$ cat src/rtl/ip_vdp_port_responder.sv
// ip_vdp_port_responder: CPU-side port decoder for a VDP.
// Port 0 is the VRAM data port (auto-incrementing 17-bit address). Port 1
// is the two-byte address / register-write port. Port 2 is the two-byte
// palette port. Port 3 is the indirect register port.
// Optional feature macro: IP_VDP_PORT3_EN enables the port 3 indirect
// register writes and the R17 pointer behind them.
module ip_vdp_port_responder (
  input  logic        clk,
  input  logic        reset,
  input  logic        req,
  output logic        ack,
  input  logic        wr,
  input  logic [1:0]  address,
  input  logic [7:0]  wdata,
  output logic [7:0]  rdata,
  output logic        vram_req,
  input  logic        vram_ack,
  output logic        vram_wr,
  output logic [16:0] vram_address,
  output logic [7:0]  vram_wdata,
  input  logic [7:0]  vram_rdata,
  output logic        reg_we,
  output logic [5:0]  reg_num,
  output logic [7:0]  reg_data,
  output logic        pal_we,
  output logic [3:0]  pal_num,
  output logic [8:0]  pal_rgb
);

  typedef enum logic [1:0] {ST_IDLE, ST_VRAM, ST_ACK, ST_RELEASE} state_t;

  state_t      state_q, state_d;
  logic        wr_q, wr_d;
  logic [7:0]  wdata_q, wdata_d;
  logic        flag1_q, flag1_d;       // port 1 first byte pending
  logic [7:0]  byte1_q, byte1_d;
  logic        palflag_q, palflag_d;   // port 2 first byte pending
  logic [2:0]  palr_q, palr_d;
  logic [2:0]  palb_q, palb_d;
  logic [16:0] vaddr_q, vaddr_d;
  logic [3:0]  r16_q, r16_d;           // palette pointer, only the low nibble matters
  logic [7:0]  rdata_q, rdata_d;
  logic        reg_we_q, reg_we_d;
  logic [5:0]  reg_num_q, reg_num_d;
  logic [7:0]  reg_data_q, reg_data_d;
  logic        pal_we_q, pal_we_d;
  logic [3:0]  pal_num_q, pal_num_d;
  logic [8:0]  pal_rgb_q, pal_rgb_d;
`ifdef IP_VDP_PORT3_EN
  logic [5:0]  r17_num_q, r17_num_d;   // indirect register pointer
  logic        r17_hold_q, r17_hold_d; // R17[7]: suppress auto-increment
`endif

  // Register-write request gathered from port 1 or port 3, applied once below
  logic        rw_en;
  logic [5:0]  rw_num;
  logic [7:0]  rw_val;

  assign ack          = (state_q == ST_ACK);
  assign vram_req     = (state_q == ST_VRAM);
  assign vram_wr      = vram_req & wr_q;
  assign vram_address = vaddr_q;
  assign vram_wdata   = wdata_q;
  assign rdata        = rdata_q;
  assign reg_we       = reg_we_q;
  assign reg_num      = reg_num_q;
  assign reg_data     = reg_data_q;
  assign pal_we       = pal_we_q;
  assign pal_num      = pal_num_q;
  assign pal_rgb      = pal_rgb_q;

  // Next-state, side effects and one-cycle strobes (strobes land in ST_ACK)
  always_comb begin
    state_d    = state_q;
    wr_d       = wr_q;
    wdata_d    = wdata_q;
    flag1_d    = flag1_q;
    byte1_d    = byte1_q;
    palflag_d  = palflag_q;
    palr_d     = palr_q;
    palb_d     = palb_q;
    vaddr_d    = vaddr_q;
    r16_d      = r16_q;
    rdata_d    = 8'h00;
    reg_we_d   = 1'b0;
    reg_num_d  = 6'h00;
    reg_data_d = 8'h00;
    pal_we_d   = 1'b0;
    pal_num_d  = 4'h0;
    pal_rgb_d  = 9'h000;
    rw_en      = 1'b0;
    rw_num     = 6'h00;
    rw_val     = 8'h00;
`ifdef IP_VDP_PORT3_EN
    r17_num_d  = r17_num_q;
    r17_hold_d = r17_hold_q;
`endif

    case (state_q)
      ST_IDLE: begin
        if (req) begin
          wr_d    = wr;
          wdata_d = wdata;
          case (address)
            2'd0: begin
              flag1_d = 1'b0;
              state_d = ST_VRAM;
            end
            2'd1: begin
              state_d = ST_ACK;
              if (!wr) begin
                flag1_d = 1'b0;
              end else if (!flag1_q) begin
                byte1_d = wdata;
                flag1_d = 1'b1;
              end else begin
                flag1_d = 1'b0;
                if (wdata[7]) begin
                  rw_en  = 1'b1;
                  rw_num = wdata[5:0];
                  rw_val = byte1_q;
                end else begin
                  vaddr_d[13:0] = {wdata[5:0], byte1_q};
                end
              end
            end
            2'd2: begin
              state_d = ST_ACK;
              if (wr) begin
                if (!palflag_q) begin
                  palr_d    = wdata[6:4];
                  palb_d    = wdata[2:0];
                  palflag_d = 1'b1;
                end else begin
                  pal_we_d  = 1'b1;
                  pal_num_d = r16_q;
                  pal_rgb_d = {palr_q, wdata[2:0], palb_q};
                  r16_d     = r16_q + 4'd1;
                  palflag_d = 1'b0;
                end
              end
            end
            default: begin
              state_d = ST_ACK;
`ifdef IP_VDP_PORT3_EN
              if (wr) begin
                rw_en  = 1'b1;
                rw_num = r17_num_q;
                rw_val = wdata;
                if (!r17_hold_q) r17_num_d = r17_num_q + 6'd1;
              end
`endif
            end
          endcase
        end
      end
      ST_VRAM: begin
        if (vram_ack) begin
          state_d = ST_ACK;
          if (!wr_q) rdata_d = vram_rdata;
          vaddr_d = vaddr_q + 17'd1;
        end
      end
      ST_ACK: state_d = ST_RELEASE;
      default: begin
        if (!req) state_d = ST_IDLE;
      end
    endcase

    // Register writes and the registers this block shadows
    if (rw_en) begin
      reg_we_d   = 1'b1;
      reg_num_d  = rw_num;
      reg_data_d = rw_val;
      if (rw_num == 6'd14) vaddr_d[16:14] = rw_val[2:0];
      if (rw_num == 6'd16) begin
        r16_d     = rw_val[3:0];
        palflag_d = 1'b0;
      end
`ifdef IP_VDP_PORT3_EN
      if (rw_num == 6'd17) begin
        r17_num_d  = rw_val[5:0];
        r17_hold_d = rw_val[7];
      end
`endif
    end
  end

  // State register with synchronous reset
  always_ff @(posedge clk) begin
    if (reset) begin
      state_q    <= ST_IDLE;
      wr_q       <= 1'b0;
      wdata_q    <= 8'h00;
      flag1_q    <= 1'b0;
      byte1_q    <= 8'h00;
      palflag_q  <= 1'b0;
      palr_q     <= 3'd0;
      palb_q     <= 3'd0;
      vaddr_q    <= 17'd0;
      r16_q      <= 4'd0;
      rdata_q    <= 8'h00;
      reg_we_q   <= 1'b0;
      reg_num_q  <= 6'h00;
      reg_data_q <= 8'h00;
      pal_we_q   <= 1'b0;
      pal_num_q  <= 4'h0;
      pal_rgb_q  <= 9'h000;
`ifdef IP_VDP_PORT3_EN
      r17_num_q  <= 6'd0;
      r17_hold_q <= 1'b0;
`endif
    end else begin
      state_q    <= state_d;
      wr_q       <= wr_d;
      wdata_q    <= wdata_d;
      flag1_q    <= flag1_d;
      byte1_q    <= byte1_d;
      palflag_q  <= palflag_d;
      palr_q     <= palr_d;
      palb_q     <= palb_d;
      vaddr_q    <= vaddr_d;
      r16_q      <= r16_d;
      rdata_q    <= rdata_d;
      reg_we_q   <= reg_we_d;
      reg_num_q  <= reg_num_d;
      reg_data_q <= reg_data_d;
      pal_we_q   <= pal_we_d;
      pal_num_q  <= pal_num_d;
      pal_rgb_q  <= pal_rgb_d;
`ifdef IP_VDP_PORT3_EN
      r17_num_q  <= r17_num_d;
      r17_hold_q <= r17_hold_d;
`endif
    end
  end

endmodule
$ cat config.mk
export PLATFORM = sky130hd
export DESIGN_NAME = ip_vdp_port_responder
export DESIGN_NICKNAME = d
export VERILOG_FILES = /design/src/rtl/ip_vdp_port_responder.sv
export SDC_FILE = /design/constraint.sdc
export NUM_CORES = 1
export LEC_CHECK = 0
export BUFFER_PORTS_ARGS = -buffer_cell sky130_fd_sc_hd__buf_2
export CORE_MARGIN = 5
export CORE_UTILIZATION = 45
export DETAILED_ROUTE_END_ITERATION = 8
export PLACE_DENSITY = 0.69
export SYNTH_ARGS = -nofsm -noshare
export SYNTH_HDL_FRONTEND = slang
export SYNTH_SLANG_ARGS = --single-unit
$ cat constraint.sdc
create_clock -name clk -period 2.9 [get_ports clk]
set_input_delay 0.29 -clock clk [delete_from_list [all_inputs] [get_ports clk]]
set_output_delay 0.29 -clock clk [all_outputs]
set_load 0.01 [all_outputs]
Yosys cells after proc, flatten, opt, wreduce, memory -nomap -nowiden
Index checks and enable logic that the tools add are counted.
- muxes and demuxes: 52
- reduce and logical (&&, ||, !) cells: 15
- equality and inequality tests: 13
- add/subtract/negate cells: 2
- bitwise logic cells: 12
- operator list (cell ; count):
    $mux W14 ; 5
    $mux W4 ; 13
    $mux W6 ; 6
    $pmux W14 S2 ; 1
    $add A17 B1 Y17 const B ; 1
    $mux W1 ; 17
    $mux W17 ; 1
    $not A1 Y1 ; 11
    $reduce_and A5 Y1 ; 2
    $mux W3 ; 3
    $mux W2 ; 4
    $ne A2 B2 Y1 const B ; 4
    $reduce_or A8 Y1 ; 1
    $reduce_and A7 Y1 ; 1
    $eq A6 B4 Y1 const B ; 1
    $eq A6 B5 Y1 const B ; 1
    $pmux W2 S3 ; 1
    $reduce_and A3 Y1 ; 2
    $reduce_or A6 Y1 ; 1
    $reduce_or A5 Y1 ; 1
    $add A4 B1 Y4 const B ; 1
    $eq A2 B1 Y1 const B ; 2
    $eq A2 B2 Y1 const B ; 2
    $logic_not A2 Y1 ; 2
    other kinds (8) ; 10
- bits of input ports: 23
- output and inout port bits: 65
- register bits after elaboration: 85

Logic depth before layout (Yosys ltp)
Gate-level depths: netlist of the first run.
- word-level depth: 9
- mapped depth: 8
- mapped depth without buffers: 7

Worst setup path after synthesis of the first run
OpenSTA, ideal clock, no wires.
- path kind: register -> register
- start point: reg state_q[1]
- end point: reg vaddr_q[9] (netlist: vram_address[9])
- arrival: 1679 ps
- library setup time: 88 ps
- slack: 1133 ps
- data required time: 2812 ps
- path buffers: 2
- stages on the path, launching flop included: 8
- cell sequence: dfxtp_1 > inv_1 > ha_1 > buf_2 > nand2_1 > buf_1 > o32a_1 > o32ai_2
- longest elaborated chain between the ends: 3
- RTL lines (what ; RTL line ; text):
    start: declaration ; 32 ; state_t state_q, state_d;
    start signal: assignment ; 214 ; state_q <= state_d;
    $eq A2 B1 Y1 * ; n/a ;
    via vram_req ; 16 ; output logic vram_req,
    $ne A2 B1 Y1 (no source line) / $reduce_bool A2 Y1 (equally long branches) ; n/a ;
    $reduce_and A7 Y1 (no source line) ; n/a ;
    end signal: assignment ; 222 ; vaddr_q <= vaddr_d;
    end: declaration ; 40 ; logic [16:0] vaddr_q, vaddr_d;
The timed path passes the listed nets; every way through them passes the cells marked *.
A chain may end at the register's enable or synchronous reset.

Final worst setup path of the first run
- start point: reg state_q[1]
- end point: reg vaddr_q[10] (netlist: vram_address[10])
- longest elaborated chain between the ends: 3
- RTL lines (what ; RTL line ; text):
    $eq A2 B1 Y1 / $logic_not A2 Y1 (equally long branches) ; 99 ; case (state_q)
    $ne A2 B1 Y1 (no source line) (tied with other cells) ; n/a ;
    $reduce_and A7 Y1 (no source line) ; n/a ;
Parallel ways exist; a longest one is shown, timed or not.

==> results.py, run 1 <==
metrics = {
    "synth": {
        "ys_seq_elements": 85,
        "ys_seq_area_share_pct": 49.4,
        "syn_area_um2": 3450,
        "synth_ff_type": "dfxtp_1",
        "yosys_warnings": 0,
        "synth_cell_types": 55,
        "synth_edf_count": 0,
        "avgSynthCellArea_um2": 9.22,
        "syn_inst": 374,
        "async_reset_ff_share_pct": 0,
        "synth_nets": 403,
    },
    "job": {
        "drv_cap": 0,
    },
    "detailed_routing": {
        "wl_per_cell_um": 15.6,
        "antenna_left": 0,
        "first_pass_iters": 4,
        "postRouteWirelength_um": 8850,
        "vias": 2955,
        "dr.first_iter.drc_count": 193,
        "viasPerCell": 5.21,
        "drc": 0,
    },
    "timing": {
        "skew_ns": 0.00614,
        "finalSetupViolCount": 0,
        "final-max-slew-violation-count": 0,
        "hold_viol": 0,
        "tightest_slew_ns": 0.681,
        "rsz0062_at_grt": "no",
        "period_needed_ns": 2.48,
        "finalSetupTns_ns": 0,
        "max_freq_mhz": 404,
        "fin_crit_sh_pct": 85.3,
        "max_slew_margin_pct": 54.6,
    },
    "placement": {
        "io_buffers": 87,
        "dp_cells": 551,
        "gp_congestion": 0.801,
        "post-dp-hpwl_um": 6340,
    },
    "layout": {
        "nNetsFinal": 489,
        "final_common_cell": "buf_2",
        "n_antenna_cell": 0,
        "fin_cells": 567,
        "layout_common_cells": "87 x buf_2, 85 x dfxtp_1, 41 x nor2_1, 32 x nand2_1, 31 x and2_1",
        "drive_gt1_share_pct": 25.6,
        "syn_to_final_growth_pct": 20.2,
        "nFillCells": 745,
    },
    "clock_tree": {
        "cts_made_buffers": 9,
        "cts_setup_buffers": 0,
        "cts_resized": 0,
        "path_clk_slew_ns": 0.08,
        "htreeDepth": 3,
        "cts_tree": "built",
        "cts.sinks": 85,
        "clockRootBuffer": "clkbuf_8",
        "cts_hold_buffers": 0,
        "clock_latency_ns": 0.35,
        "clock_path_buffers": 2,
    },
    "worst_setup_path": {
        "endpoint_kind": "register",
        "r2r_slack_ns": 0.42,
        "rr_startpoint": "state_q[1]$_SDFFE_PP0P_",
        "crit_type": "register to register",
        "startpoint": "state_q[1]$_SDFFE_PP0P_",
        "worstPathMaxFanout": 14,
        "cp-start-kind": "register",
        "arrival_ns": 2.73,
        "r2r-end": "vram_address[10]$_SDFFE_PP0P_",
        "reg2regPathDepth": 7,
        "required_ns": 3.16,
    },
    "floorplan": {
        "dieArea_um2": 9510,
        "die_w_um": 97.5,
        "dieHeight_um": 97.5,
        "core-area_um2": 7610,
        "rows": 32,
        "io_pins": 88,
        "start_util_pct": 45.3,
    },
    "min_path": {
        "hp-start": "vram_rdata[0]",
        "min_to": "rdata[0]$_SDFF_PP0_",
        "min_path_type": "primary input to register",
        "whs_path_depth": 2,
    },
    "global_route": {
        "grt_pass1_vias": 2844,
        "grtUsageTotal_pct": 18.5,
        "grt_pass1_wl_um": 14400,
        "antenna_found_initial": 0,
        "grt_max_degree": 34,
        "grt-ovfl-total": 0,
    },
    "outcome": {
        "status": "finished, final reports clean",
    },
    "pwr": {
        "vdd_drop_max_mv": 0.391,
        "power.density_nw_per_um2": 689,
        "p_leak_nw": 1.83,
    },
}
sequential cells by signal (all words and copies together) (netlist names), 4 cells and up:
register      flops
vram_wdata        8
rdata             8
r16_q             4
pal_rgb           9
reg_num           6
reg_data          8
byte1_q           8
pal_num           4
vram_address     17
routing by layer:
layer | share of wire (%) | track usage (%)
met5 | 0 | 0
met3 | 5.8 | 3.73
met4 | 1.4 | 6.71
met2 | 48 | 30.2
met1 | 45 | 24.4
critical path: stages, from the launching register on:
cell and delay, ns:
dfxtp_1 0.39, inv_1 0.11, ha_1 0.33, inv_1 0.36, nand2_1 0.21, a21oi_2 0.58, a21oi_1 0.14, a311oi_1 0.25
cell usage after synthesis (3+ instances only):
master	n	area share [%]
buf_1	4	0.44
dfxtp_1	85	49
xnor2_1	5	1.3
clkbuf_1	6	0.65
mux2i_1	17	4.9
nand3_1	9	1.3
nor2b_1	4	0.73
nand2_1	32	3.5
ha_1	6	2.2
a211oi_1	8	1.7
nand4_1	4	0.73
nor2_1	41	4.5
o21ai_0	5	0.73
nor3_1	13	1.9
a31oi_1	3	0.54
inv_1	18	2.0
buf_2	4	0.58
o21ai_1	7	1.0
a21oi_1	23	3.3
nor4_1	7	1.3
and2_1	31	5.6
through the flow:
step,util (%),power [mW],instance area [um2],hold WS [ns],setup slack (ns)
5_1_grt,54.5,3.01,4140,0.136,0.322
2_1_floorplan,-,1.90,3450,0.412,1.13
3_5_place_dp,52.2,2.11,3970,0.445,0.506
3_3_place_gp,52.2,2.10,3970,0.435,0.639
4_1_cts,54.5,2.86,4140,0.129,0.495
6_report,54.5,2.85,4140,0.139,0.425
power by group:
group	leakage [nW]	internal, mW	switching (mW)
clock	0.0792	0.338	0.419
sequential	0.688	1.25	0.0903
combinational	1.06	0.277	0.476
cell families after synthesis:
family	synth area share, %
buffers and inverters	4.06
XOR/XNOR	1.78
flip-flops	49.4
adder cells (fa/ha/maj)	2.18
AND/OR/NAND/NOR	24.8
AO/OA/AOI/OAI	12.9
multiplexers	4.94
worst max-delay path by stage:
stage | endpoint | slack [ns]
2_1_floorplan | vram_address[9]$_SDFFE_PP0P_ | 1.13
3_3_place_gp | vram_address[10]$_SDFFE_PP0P_ | 0.64
3_5_place_dp | vram_address[10]$_SDFFE_PP0P_ | 0.51
4_1_cts | vram_address[10]$_SDFFE_PP0P_ | 0.49
5_1_grt | vram_address[11]$_SDFFE_PP0P_ | 0.32
6_report | vram_address[10]$_SDFFE_PP0P_ | 0.42
cell type report:
cell class	instances	area, um2	share of cell area, %
Clock buffer	12	145	3.50
Clock inverter	4	31.3	0.755
Timing Repair Buffer	91	465	11.2
Tap cell	102	128	3.08
Inverter	18	67.6	1.63
Sequential cell	85	1700	41.1
Multi-Input combinational cell	255	1610	38.7
(Power assumes the default switching activity.)
==> inputs of run 2 (changes only) <==
--- a/config.mk
+++ b/config.mk
@@ -9,7 +9,7 @@
 export CORE_MARGIN = 5
 export CORE_UTILIZATION = 45
 export DETAILED_ROUTE_END_ITERATION = 8
-export PLACE_DENSITY = 0.69
+export PLACE_DENSITY_LB_ADDON = 0.15
 export SYNTH_ARGS = -nofsm -noshare
 export SYNTH_HDL_FRONTEND = slang
 export SYNTH_SLANG_ARGS = --single-unit
==> run 2 against run 1 <==
Global-route usage rose by 0.17 points. Sequential share of layout area grew 0.087 points. Cell area shrank 0.21%. Clock power increased by 0.9%. Highest routed layer unchanged. Setup slack better by 0.029 ns. Via count decreased by 0.24%. Combinational power about the same. Non-clock buffer count down 1. Final cell count fell by 0.18%. Power up 0.26%. Core utilization fell by 0.12 points. Maximum frequency up 1.2%.
==> results.py, run 2 (synthesis results as in run 1) <==
metrics = {
    "clock_tree": {
        "htreeDepth": 3,
        "clock_latency_ns": 0.36,
        "cts.sinks": 85,
        "path_clk_slew_ns": 0.08,
        "cts_tree": "built",
        "cts_hold_buffers": 0,
        "clockRootBuffer": "clkbuf_8",
        "cts_setup_buffers": 0,
        "clock_path_buffers": 2,
        "cts_resized": 0,
        "cts_made_buffers": 9,
    },
    "worst_setup_path": {
        "cp-start-kind": "register",
        "cp_cell_sequence": "inv_1, ha_1, inv_1, nand2_1, a21oi_2, a21oi_1, a311oi_1",
        "r2r_slack_ns": 0.45,
        "worstPathMaxFanout": 14,
        "reg2regPathDepth": 7,
        "crit_type": "register to register",
        "arrival_ns": 2.71,
        "endpoint_kind": "register",
        "slowest_delay_ns": 0.55,
        "crit_top_cell": "inv_1",
        "required_ns": 3.17,
        "cpMaxStageDelayCell": "a21oi_2",
    },
    "global_route": {
        "grt_max_degree": 28,
        "antenna_found_initial": 0,
        "grt-ovfl-total": 0,
        "grt_pass1_vias": 2875,
        "grtUsageTotal_pct": 18.7,
        "grt_pass1_wl_um": 14500,
    },
    "outcome": {
        "status": "finished, final reports clean",
    },
    "pwr": {
        "power.density_nw_per_um2": 692,
        "vdd_drop_max_mv": 0.409,
        "p_leak_nw": 1.83,
    },
    "detailed_routing": {
        "dr.first_iter.drc_count": 218,
        "vias": 2948,
        "viasPerCell": 5.21,
        "first_pass_iters": 4,
        "wl_per_cell_um": 15.9,
        "postRouteWirelength_um": 8990,
        "antenna_left": 0,
        "drc": 0,
    },
    "timing": {
        "fin_crit_sh_pct": 84.3,
        "max_freq_mhz": 409,
        "skew_ns": 0.00875,
        "hold_viol": 0,
        "finalSetupViolCount": 0,
        "rsz0062_at_grt": "no",
        "final-max-slew-violation-count": 0,
        "hold_slack_ns": 0.132,
        "finalSetupTns_ns": 0,
        "period_needed_ns": 2.45,
        "fin_ws_ns": 0.454,
        "tightest_slew_ns": 0.758,
        "max_slew_margin_pct": 49.1,
    },
    "floorplan": {
        "core-area_um2": 7610,
        "dieArea_um2": 9510,
        "rows": 32,
        "dieHeight_um": 97.5,
        "die_w_um": 97.5,
        "start_util_pct": 45.3,
        "io_pins": 88,
    },
    "layout": {
        "largest_register_ffs": 17,
        "final_common_cell": "buf_2",
        "drive_gt1_share_pct": 25.6,
        "fin_cells": 566,
        "final_util_pct": 54.4,
        "syn_to_final_growth_pct": 20.0,
        "nNetsFinal": 488,
        "nFillCells": 747,
        "n_antenna_cell": 0,
        "layout_common_cells": "87 x buf_2, 85 x dfxtp_1, 41 x nor2_1, 32 x nand2_1, 31 x and2_1",
    },
    "job": {
        "drv_cap": 0,
    },
    "placement": {
        "gp_congestion": 0.882,
        "dp_cells": 550,
        "post-dp-hpwl_um": 6420,
        "io_buffers": 87,
        "dp_slack_ns": 0.533,
    },
    "min_path": {
        "min_path_type": "primary input to register",
        "whs_path_depth": 2,
    },
}
run 2: power by group:
part	internal [mW]	switching [mW]	leakage (nW)
Combinational	0.275	0.479	1.06
Clock	0.335	0.429	0.0857
Sequential	1.25	0.0897	0.688
run 2: metal layers:
| metal | vias to the layer above | GRT usage [%] | part of all wire (%) |
|---|---|---|---|
| li1 | 1467 | - | - |
| met2 | 96 | 29.6 | 46 |
| met3 | 15 | 4.02 | 6.3 |
| met4 | 0 | 6.28 | 1.6 |
| met5 | - | 0 | 0 |
| met1 | 1370 | 25.3 | 46 |
run 2: area by class of cell:
| type | count | area (um2) | share of cell area (%) |
|---|---|---|---|
| Multi-Input combinational cell | 255 | 1610 | 38.8 |
| Tap cell | 102 | 128 | 3.09 |
| Timing Repair Buffer | 90 | 458 | 11.1 |
| Sequential cell | 85 | 1700 | 41.1 |
| Clock buffer | 11 | 141 | 3.42 |
| Inverter | 18 | 67.6 | 1.63 |
| Clock inverter | 5 | 33.8 | 0.817 |
run 2: final timing paths:
path                                start                            end
setup / recovery  state_q[1]$_SDFFE_PP0P_  vram_address[10]$_SDFFE_PP0P_
hold / removal              vram_rdata[1]            rdata[1]$_SDFF_PP0_
setup reg to reg  state_q[1]$_SDFFE_PP0P_  vram_address[10]$_SDFFE_PP0P_
hold reg to reg    palr_q[2]$_SDFFE_PP0P_          pal_rgb[8]$_SDFF_PP0_
run 2: per-stage QoR:
step / cell area [um2] / total power [mW]
final: 4140 / 2.86
after global placement: 3960 / 2.09
after detailed placement: 3960 / 2.11
after CTS: 4140 / 2.88
after floorplan: 3450 / 1.90
after global routing: 4140 / 3.02
run 2: worst max-delay path, delay by kind of cell (launching register included):
family                   cells  cell delay [ns]
AO/OA/AOI/OAI                3             0.92
adder cells (fa/ha/maj)      1             0.35
AND/OR/NAND/NOR              1             0.21
flip-flops                   1             0.40
buffers and inverters        2             0.48
